**src/rtl/temp_ctrl_fsm.sv**
```systemverilog
`timescale 1ns/1ps
`default_nettype none
// +--------------------------------------------------------------------------+
// | temp_ctrl_fsm                                                            |
// | Thermostat decision FSM: hysteresis, debounce, min on-time, sensor fault |
// | Rev 1.0                                                                  |
// +--------------------------------------------------------------------------+
module temp_ctrl_fsm #(
    parameter int TEMP_W         = 12,
    parameter int CONFIRM_CNT    = 4,
    parameter int MIN_ON_CYCLES  = 50_000_000,
    parameter int TIMEOUT_CYCLES = 200_000_000
) (
    input  logic              pclk,
    input  logic              presetn,
    input  logic              enable,
    input  logic              temp_valid,
    input  logic [TEMP_W-1:0] temp_data,
    input  logic [TEMP_W-1:0] hi_thresh,
    input  logic [TEMP_W-1:0] lo_thresh,
    input  logic [TEMP_W-1:0] hyst,
    output logic              fan_en,
    output logic              heater_en,
    output logic [1:0]        state,
    output logic              sensor_fault,
    output logic              cfg_err
);

    localparam int QW = $clog2(CONFIRM_CNT + 1);
    localparam int OW = $clog2(MIN_ON_CYCLES + 2);
    localparam int WW = $clog2(TIMEOUT_CYCLES + 1);

    localparam logic [QW-1:0] Q_FULL  = QW'(CONFIRM_CNT);
    localparam logic [QW-1:0] Q_ONE   = QW'(1);
    localparam logic [OW-1:0] ON_FULL = OW'(MIN_ON_CYCLES);
    localparam logic [WW-1:0] WD_LAST = WW'(TIMEOUT_CYCLES - 1);

    typedef enum logic [1:0] {
        ST_IDLE  = 2'b00,
        ST_COOL  = 2'b01,
        ST_HEAT  = 2'b10,
        ST_FAULT = 2'b11
    } state_t;

    state_t            cur_state;
    state_t            next_state;
    logic [QW-1:0]     qcnt;
    logic [QW-1:0]     qcnt_next;
    logic [QW-1:0]     qcnt_inc;
    logic              dir_heat;
    logic              dir_heat_next;
    logic [OW-1:0]     on_cnt;
    logic [WW-1:0]     wd_cnt;
    logic [TEMP_W:0]   cool_diff;
    logic [TEMP_W:0]   heat_sum;
    logic [TEMP_W-1:0] cool_exit;
    logic [TEMP_W-1:0] heat_exit;
    logic              want_cool;
    logic              want_heat;
    logic              cool_ok;
    logic              heat_ok;
    logic              min_on_done;
    logic              wd_expire;

    assign cfg_err   = (lo_thresh >= hi_thresh);
    assign state     = cur_state;

    // Exit bounds use one extra bit so the hysteresis band clamps instead of wrapping
    assign cool_diff = {1'b0, hi_thresh} - {1'b0, hyst};
    assign heat_sum  = {1'b0, lo_thresh} + {1'b0, hyst};
    assign cool_exit = cool_diff[TEMP_W] ? '0 : cool_diff[TEMP_W-1:0];
    assign heat_exit = heat_sum[TEMP_W]  ? '1 : heat_sum[TEMP_W-1:0];

    assign want_cool   = (temp_data > hi_thresh);
    assign want_heat   = (temp_data < lo_thresh);
    assign cool_ok     = (temp_data <= cool_exit);
    assign heat_ok     = (temp_data >= heat_exit);
    assign qcnt_inc    = (qcnt == Q_FULL) ? Q_FULL : qcnt + 1'b1;
    assign min_on_done = (on_cnt >= ON_FULL);
    assign wd_expire   = !temp_valid && (wd_cnt == WD_LAST);

    always_comb begin
        next_state    = cur_state;
        qcnt_next     = qcnt;
        dir_heat_next = dir_heat;
        if (cur_state != ST_FAULT && wd_expire) begin
            next_state = ST_FAULT;
        end else begin
            case (cur_state)
                ST_IDLE: begin
                    if (temp_valid) begin
                        // One shared counter: switching direction restarts the count
                        if (want_cool) begin
                            qcnt_next     = dir_heat ? Q_ONE : qcnt_inc;
                            dir_heat_next = 1'b0;
                        end else if (want_heat) begin
                            qcnt_next     = dir_heat ? qcnt_inc : Q_ONE;
                            dir_heat_next = 1'b1;
                        end else begin
                            qcnt_next = '0;
                        end
                        if (qcnt_next == Q_FULL && !cfg_err) begin
                            next_state = dir_heat_next ? ST_HEAT : ST_COOL;
                        end
                    end
                end
                ST_COOL: begin
                    if (cfg_err) begin
                        next_state = ST_IDLE;
                    end else if (temp_valid) begin
                        qcnt_next = cool_ok ? qcnt_inc : '0;
                        if (qcnt_next == Q_FULL && min_on_done) begin
                            next_state = ST_IDLE;
                        end
                    end
                end
                ST_HEAT: begin
                    if (cfg_err) begin
                        next_state = ST_IDLE;
                    end else if (temp_valid) begin
                        qcnt_next = heat_ok ? qcnt_inc : '0;
                        if (qcnt_next == Q_FULL && min_on_done) begin
                            next_state = ST_IDLE;
                        end
                    end
                end
                default: begin
                    if (temp_valid) begin
                        next_state = ST_IDLE;
                    end
                end
            endcase
        end
    end

    always_ff @(posedge pclk) begin
        if (!presetn || !enable) begin
            cur_state    <= ST_IDLE;
            fan_en       <= 1'b0;
            heater_en    <= 1'b0;
            sensor_fault <= 1'b0;
            qcnt         <= '0;
            dir_heat     <= 1'b0;
            on_cnt       <= '0;
            wd_cnt       <= '0;
        end else begin
            cur_state    <= next_state;
            fan_en       <= (next_state == ST_COOL);
            heater_en    <= (next_state == ST_HEAT);
            sensor_fault <= (next_state == ST_FAULT);
            dir_heat     <= dir_heat_next;
            if (next_state != cur_state) begin
                qcnt   <= '0;
                on_cnt <= '0;
            end else begin
                qcnt <= qcnt_next;
                if (on_cnt != ON_FULL) begin
                    on_cnt <= on_cnt + 1'b1;
                end
            end
            if (temp_valid) begin
                wd_cnt <= '0;
            end else if (wd_cnt != WD_LAST) begin
                wd_cnt <= wd_cnt + 1'b1;
            end
        end
    end

endmodule
`default_nettype wire
```
**config.mk**
```make
export PLATFORM = sky130hd
export DESIGN_NAME = temp_ctrl_fsm
export DESIGN_NICKNAME = d
export VERILOG_FILES = /design/src/rtl/temp_ctrl_fsm.sv
export SDC_FILE = /design/constraint.sdc
export NUM_CORES = 1
export LEC_CHECK = 0
export ABC_AREA = 1
export BUFFER_PORTS_ARGS = -buffer_cell sky130_fd_sc_hd__clkbuf_2
export CAP_MARGIN = 40
export CORE_UTILIZATION = 40
export DETAILED_ROUTE_END_ITERATION = 8
export REMOVE_ABC_BUFFERS = 1
export SLEW_MARGIN = 20
export SYNTH_ARGS = -nofsm -noshare
export SYNTH_HDL_FRONTEND = slang
export SYNTH_SLANG_ARGS = --single-unit
```
**constraint.sdc**
```tcl
create_clock -name pclk -period 5.85 [get_ports pclk]
set_input_delay 1.755 -clock pclk [delete_from_list [all_inputs] [get_ports pclk]]
set_output_delay 1.755 -clock pclk [all_outputs]
set_load 0.005 [all_outputs]
```
==> results of run 1 <==
## power by group
part           switching (mW)  total (mW)  internal (mW)
combinational           0.190       0.321          0.132
sequential            0.00192       0.434          0.432
clock                   0.180       0.510          0.330
total                   0.371        1.27          0.894
## worst paths after layout
kind,start,end,slack [ns],cells after the start
setup / recovery,hi_thresh[0],on_cnt[18],0.52,31
hold / removal,wd_cnt[24],wd_cnt[24],0.46,1
setup reg to reg,wd_cnt[0],wd_cnt[27],3.56,10
hold reg to reg,wd_cnt[24],wd_cnt[24],0.46,1
## critical path, delay by kind of cell
family          cells  cell delay [ns]
compound gates      4             0.51
fa+ha+maj           3             0.91
buf+inv             5             0.51
simple gates       19             1.88
## metrics by stage
stage	utilization (%)	worst slack, ns
finish	47.4	0.524
global route	47.4	-0.0350
CTS	47.1	0.294
detailed placement	45.1	-0.0393
global placement	45.1	0.0185
floorplan	-	0.337
## state kept, by name (all words and copies together), names as in the netlist
register / cells
heater_en: 1
state: 2
qcnt: 3
dir_heat: 1
on_cnt: 26
sensor_fault: 1
fan_en: 1
wd_cnt: 28
## what timing repair did
item,in CTS,in global routing
setup endpoints to repair,0,34
resized for setup,0,11
setup buffers,0,1
## layout by cell type (no fill, tap or decap), types with 3 or more instances in the layout
master     Yosys  layout
o21ai_0       31      29
a21o_1         4       4
nor2_2         4       4
inv_1        149     148
clkinv_2       0       3
clkbuf_2       0      57
nor4_1         4       4
nand2_1      171     170
xor2_1        21      21
nand3_2        6       6
a21oi_1       64      63
nor3_2        13      16
nand3b_1       4       4
nor2_1        72      72
inv_2          9      10
clkbuf_8       0       4
o21ai_1        3       5
or2_2         10       9
nand2_2       11      12
clkbuf_16      0       9
o21a_1         7       7
nand3_1       43      43
nand4_1       18      18
dfxtp_1       63      63
buf_4          0       7
xnor2_1       12      12
nor4_2         3       3
ha_1          92      91
nor3_1        56      53
## area by class of cell
cell class,count,area (µm²)
clock inverters,3,15.0
flip-flops and latches,63,1260
inverters,160,601
well taps,184,230
repair buffers,66,378
clock buffers,13,280
multi-input cells,670,4200
fillers,1517,7730
## kinds of logic (layout without fill, tap and decap cells)
logic type	count (synthesis)	count (layout)	synth area share (%)
flip-flops	63	63	20.7
adder cells (fa/ha/maj)	94	94	19.5
AND/OR/NAND/NOR	424	424	33.4
buffers and inverters	169	242	11.0
XOR/XNOR	33	33	4.73
AO/OA/AOI/OAI	119	119	10.7
## per-layer routing
metal / GRT usage, % / up-vias / share of wire (%)
met2: 31.1 / 76 / 45
met3: 3.68 / 10 / 3.2
met5: 0 / - / 0
li1: - / 3103 / -
met4: 3.52 / 0 / 0.61
met1: 25.2 / 2491 / 51
==> out/results.ini, run 1 <==
[die]
dieHeight_um=126
std_cell_rows=44
initial_utilization_pct=41.5
core_um2=14700
die_w_um=126
io_pins=58
dieArea_um2=15800

[cts]
tritoncts=built
cts_max_path_buffers=2
h-tree-depth=3
cts_made_buffers=9
cts_root_buf=clkbuf_16
cts.sinks=63
cts_hold_buffers=0
path_clk_slew_ns=0.05
clkLatencyLatePin_ns=0.33

[timing]
worstMarginPinSlew_ns=0.481
finalSetupViolCount=0
post-route-period-util_pct=91.0
relSlewSlack_pct=67.6
finalHoldViolations=0
tns_ns=0
fin_skew_ns=0.00435
hold_slack_ns=0.464
fin_crit_ns=5.33
max_clock_freq_mhz=188
drv_slew=0

[synthesis]
ys.flop_type=dfxtp_1
yosys_warnings=0
yosysMostFrequentCell=nand2_1
ys_top_cells_by_area=dfxtp_1 21%, ha_1 19%, nand2_1 11%, inv_1 9.2%, a21oi_1 5.2%
synthCells=902
netlist_area_um2=6100
synth_area_leader_cell=dfxtp_1
synth_top_area_share_pct=20.7
synth_cell_types=43
ys_top_cells_by_count=171 x nand2_1, 149 x inv_1, 92 x ha_1
ys_ff_latch=63
ys_seq_area_share_pct=20.7
syn_avg_cell_area_um2=6.77
ys_async_sr_fraction_pct=0
synth-edff-count=0

[power_and_ir_drop]
leakage_nw=3.16
peakVddDrop_mv=0.131
power_mw=1.27
powerDensity_nw_per_um2=182

[cells_and_area]
postLayoutCellArea_um2=6970
drive_above_1_share_pct=15.4
nNetsFinal=1116
areaGrowthSynthToFinish_pct=14.2
final_cell_count_no_fill=1159
antennaDiodeCount=0

[place]
numPortBuffers=57
gp_congestion=0.813
dp_hpwl_mm=11.4
dp_cells=1142
dpl-instance-area_um2=6630

[setup_path]
crit_top_cell=nand2_1
path_class=input pin to register
cp_max_fo=29
crit_slowest_cell=fa_1
cp-start-kind=input pin
slowest_delay_ns=0.37
crit_arrival_ns=5.58
worstSetupEndpointType=register
cp.required_ns=6.10

[run]
max-cap-violations=0

[routing]
drtIter0Drc=221
dr.pass1.iters=6
avgRoutedWirePerCell_um=12.0
drc=3
drt-total-wl_mm=13.9
vias=5680
ant_nets=0
viasPerCell=4.90

[grt]
grt_pass1_wl_mm=24.2
grt_pass1_vias=5324
grt_usage_pct=18.7
overflow=0
grt_antenna_before_repair=0
grt_max_degree=30

[hold_path]
min_path_type=register to register

[run_status]
status=finished with violations
violations=design-rule violations

Power figures use the tool's default switching activity.
==> run 2: changes to the inputs <==
Settings changed: PLACE_DENSITY_LB_ADDON from default to 0.1, REMOVE_ABC_BUFFERS 1 to default.
==> out/results.ini, run 2 (synthesis results as in run 1) <==
[run_status]
violations=design-rule violations
status=finished with violations

[cells_and_area]
antennaDiodeCount=0
areaGrowthSynthToFinish_pct=14.9
largest_register_ffs=28
layout_common_cells=171 x nand2_1, 148 x inv_1, 92 x ha_1
postLayoutCellArea_um2=7020
nNetsFinal=1120
post-route-util_pct=47.7
top_regs=wd_cnt: 28 flops, on_cnt: 26 flops, qcnt: 3 flops
largest_register=wd_cnt
drive_above_1_share_pct=15.3
fill_cells=1558
mostFrequentLayoutCell=nand2_1

[die]
io_pins=58
initial_utilization_pct=41.5
dieArea_um2=15800
core_um2=14700
std_cell_rows=44
dieHeight_um=126
die_w_um=126

[cts]
h-tree-depth=3
ctsResizeCount=0
cts_max_path_buffers=2
path_clk_slew_ns=0.05
post_cts_buffers=0
clkLatencyLatePin_ns=0.33
cts.sinks=63
tritoncts=built
cts_made_buffers=9
cts_root_buf=clkbuf_16
cts_hold_buffers=0

[routing]
drt-total-wl_mm=14.1
drtIter0Drc=195
vias=5569
avgRoutedWirePerCell_um=12.2
viasPerCell=4.79
dr.pass1.iters=6
drc=2
ant_nets=0

[setup_path]
worstSetupEndpointType=register
slowest_delay_ns=0.36
reg2reg_to=qcnt[2]
crit_slowest_cell=fa_1
path_class=input pin to register
cp_max_fo=29
timing.reg2reg.setup_slack_ns=3.58
rr_startpoint=state[0]
r2r_cells=10
cp.required_ns=6.10
crit_top_cell=nand2_1
crit_arrival_ns=5.65
startpoint=hyst[0]
cp-endpoint=on_cnt[22]
cp-start-kind=input pin

[timing]
fin_crit_ns=5.40
timing.final.ws_setup_ns=0.450
tns_ns=0
drv_slew=0
relSlewSlack_pct=72.0
finalHoldViolations=0
finalSetupViolCount=0
fin_skew_ns=0.00746
post-route-period-util_pct=92.3
max_clock_freq_mhz=185
worstMarginPinSlew_ns=0.416

[grt]
grt_pass1_wl_mm=25.1
overflow=0
grt_pass1_vias=5359
grt_max_degree=30
grt_usage_pct=19.4
grt_antenna_before_repair=0

[place]
gp_congestion=0.800
place_ws_ns=-0.0393
numPortBuffers=57
dp_hpwl_mm=11.7
dpl-instance-area_um2=6670

[power_and_ir_drop]
power_mw=1.32
peakVddDrop_mv=0.144
leakage_nw=3.20
powerDensity_nw_per_um2=189

[run]
max-cap-violations=0

[synthesis]
synth_fp_nets=1048

[hold_path]
min_path_type=register to register
min-delay-start=wd_cnt[24]

## run 2: worst min path at each step
stage	endpoint	cells past startpoint	slack, ns
6_report	wd_cnt[24]	1	0.46
5_1_grt	wd_cnt[24]	1	0.49
4_1_cts	wd_cnt[24]	1	0.46
3_5_place_dp	wd_cnt[24]	1	0.45
3_3_place_gp	wd_cnt[24]	1	0.45
2_1_floorplan	wd_cnt[24]	1	0.42
## run 2: critical path, delay by kind of cell
| kind | cells | cell delay [ns] |
|---|---|---|
| AND/OR/NAND/NOR | 19 | 1.93 |
| adder cells (fa/ha/maj) | 3 | 0.87 |
| buffers and inverters | 5 | 0.55 |
| AO/OA/AOI/OAI | 4 | 0.53 |
## run 2: routing by layer
metal | global-route usage [%] | vias to the layer above | part of all wire, %
met5 | 0 | - | 0
met4 | 3.52 | 0 | 0.82
met3 | 3.68 | 12 | 2.5
met2 | 31.1 | 56 | 43
met1 | 27.2 | 2384 | 53
li1 | - | 3117 | -
## run 2: power by group
part	switching, mW	total (mW)	leakage, nW	internal [mW]
clock network	0.182	0.568	0.165	0.387
logic	0.190	0.322	2.52	0.132
registers	0.00202	0.434	0.508	0.432
total	0.373	1.32	3.20	0.951
## run 2: per-stage QoR
step | hold WS [ns] | cells
global placement | 0.448 | 1147
floorplan | 0.423 | 902
global route | 0.494 | 1163
detailed placement | 0.448 | 1147
finish | 0.455 | 1163
CTS | 0.455 | 1163
## run 2: area by class of cell
| class | instances | area, µm² | share of cell area, % |
|---|---|---|---|
| clock buffer | 14 | 294 | 4.19 |
| clock inverter | 2 | 35.0 | 0.499 |
| inverter | 160 | 601 | 8.56 |
| multi-input combinational | 670 | 4190 | 59.7 |
| sequential | 63 | 1260 | 18.0 |
| tap | 184 | 230 | 3.28 |
| timing repair buffer | 70 | 408 | 5.81 |
==> run 3: changes to the inputs <==
Clock period 5.85 ns to 5.58 ns, I/O delays scaled along.
==> out/results.ini, run 3 (synthesis results as in run 1) <==
[timing]
fin_crit_ns=5.40
max_clock_freq_mhz=185
worstMarginPinSlew_ns=0.406
post-route-period-util_pct=96.7
finalHoldViolations=0
relSlewSlack_pct=73.0
hold_slack_ns=0.456
finalSetupViolCount=0
timing.final.ws_setup_ns=0.185
drv_slew=0
fin_skew_ns=0.0101

[setup_path]
r2r_cells=13
crit_slowest_cell=fa_2
timing.critical_path.max_delay_family=simple AND/OR/NAND/NOR gates
reg2reg_to=on_cnt[22]
worst-path-buf-inv=7
slowest_delay_ns=0.35
timing.reg2reg.setup_slack_ns=3.18
rr_startpoint=state[0]
path_depth=34
startpoint=hyst[0]
crit_arrival_ns=5.61
path_class=input pin to register
worstSetupEndpointType=register
cp.required_ns=5.79
crit_top_cell=nand2_1
cp_max_fo=6
cp-start-kind=input pin
cp-endpoint=qcnt[1]

[run_status]
status=finished with violations
violations=design-rule violations

[cells_and_area]
layout_common_cells=160 x nand2_1, 146 x inv_1, 82 x ha_1
largest_register=wd_cnt
post-route-util_pct=52.2
drive_above_1_share_pct=23.1
multi_input_area_um2=4580
top_regs=wd_cnt: 28 flops, on_cnt: 26 flops, qcnt: 3 flops
register_area_um2=1260
largest_register_ffs=28
antennaDiodeCount=0
nNetsFinal=1150
final_cell_count_no_fill=1192
mostFrequentLayoutCell=nand2_1
areaGrowthSynthToFinish_pct=25.6
fill_cells=1509

[grt]
overflow=0
grt_pass1_vias=5483
grt_max_degree=30
grt_pass1_wl_mm=25.4
grt_usage_pct=19.8
grt_antenna_before_repair=0

[die]
die_w_um=126
dieHeight_um=126
std_cell_rows=44
dieArea_um2=15800
core_um2=14700
initial_utilization_pct=41.5
io_pins=58

[hold_path]
min_path_type=register to register
min-delay-start=wd_cnt[24]

[place]
place_ws_ns=-0.358
dp_hpwl_mm=11.9
numPortBuffers=57
gp_congestion=0.826
dp_cells=1160

[cts]
cts_made_buffers=9
cts_max_path_buffers=2
h-tree-depth=3
cts_root_buf=clkbuf_16
cts.sinks=63
clkLatencyLatePin_ns=0.33
tritoncts=built
cts_hold_buffers=0
path_clk_slew_ns=0.05

[power_and_ir_drop]
powerDensity_nw_per_um2=178
pwr-share-seq_pct=33.3
clockPowerShare_pct=36.2
internal-power_uw=946
leakage_nw=3.38
peakVddDrop_mv=0.148
switching_power_uw=421
combPwrFrac_pct=30.5
power_mw=1.37
switching_share_pct=30.8

[routing]
drt-total-wl_mm=15.7
viasPerCell=4.90
avgRoutedWirePerCell_um=13.2
drtIter0Drc=230
vias=5845
drc=2
dr.pass1.iters=6
ant_nets=0

[run]
max-cap-violations=0

[synthesis]
synth_fp_nets=1048

## run 3: cell types whose count changed in the layout (fill, tap and decap cells not counted), sizes merged
cell / previous run / this run
buf: 13 / 36
clkinvlp: 0 / 1
clkbuf: 71 / 76
bufinv: 1 / 0
or2: 11 / 12
## run 3: layer usage
metal | vias to the layer above | part of all wire, % | global-route usage (%)
met4 | 0 | 0.80 | 3.87
met3 | 14 | 2.8 | 3.42
met2 | 65 | 45 | 32.6
met5 | - | 0 | 0
met1 | 2579 | 51 | 27.1
li1 | 3187 | - | -
## run 3: how the worst min path moves through the flow
| stage | end | slack (ns) | cells after the start |
|---|---|---|---|
| after floorplan | wd_cnt[24] | 0.42 | 1 |
| after global placement | wd_cnt[24] | 0.44 | 1 |
| after detailed placement | wd_cnt[24] | 0.45 | 1 |
| after CTS | wd_cnt[24] | 0.45 | 1 |
| after global routing | wd_cnt[24] | 0.50 | 1 |
| final | wd_cnt[24] | 0.46 | 1 |
## run 3: layout make-up
class | instances | share of cell area, %
multi-input cells | 671 | 59.7
flip-flops and latches | 63 | 16.4
repair buffers | 98 | 9.51
inverters | 160 | 7.86
clock buffers | 14 | 3.31
well taps | 184 | 3.00
repair inverters | 1 | 0.0979
clock inverters | 1 | 0.0653
## run 3: power by group through the flow
stage	combinational, mW	sequential [mW]	clock [mW]
after global placement	0.347	0.464	0
after CTS	0.351	0.455	0.510
after detailed placement	0.348	0.464	0
after floorplan	0.233	0.464	0
after global routing	0.476	0.455	0.529
final	0.417	0.455	0.495
## run 3: worst reg2reg max path, cell delays in order (launching register included)
cell	delay, ns
dfxtp_1	0.54
inv_1	0.19
ha_1	0.26
or2_2	0.32
nand2_1	0.09
nand3_2	0.08
nand3_2	0.07
nand2_2	0.06
nand2_2	0.08
nand2_2	0.06
nand2_2	0.07
nand3_4	0.18
clkbuf_16	0.23
nor3_2	0.09
## run 3: timing repair
action	4_1_cts	5_1_grt
resized for setup	1	83
pin swaps	0	31
endpoints found under the setup margin	4	34
gates cloned	0	9
buffers inserted	0	8
## run 3: metrics by stage
step           setup TNS (ns)  area, µm²
6_report                    0       7670
5_1_grt                 -1.06       7670
4_1_cts                     0       7040
3_5_place_dp           -10.20       6780
3_3_place_gp            -9.56       6780
2_1_floorplan               0       6100
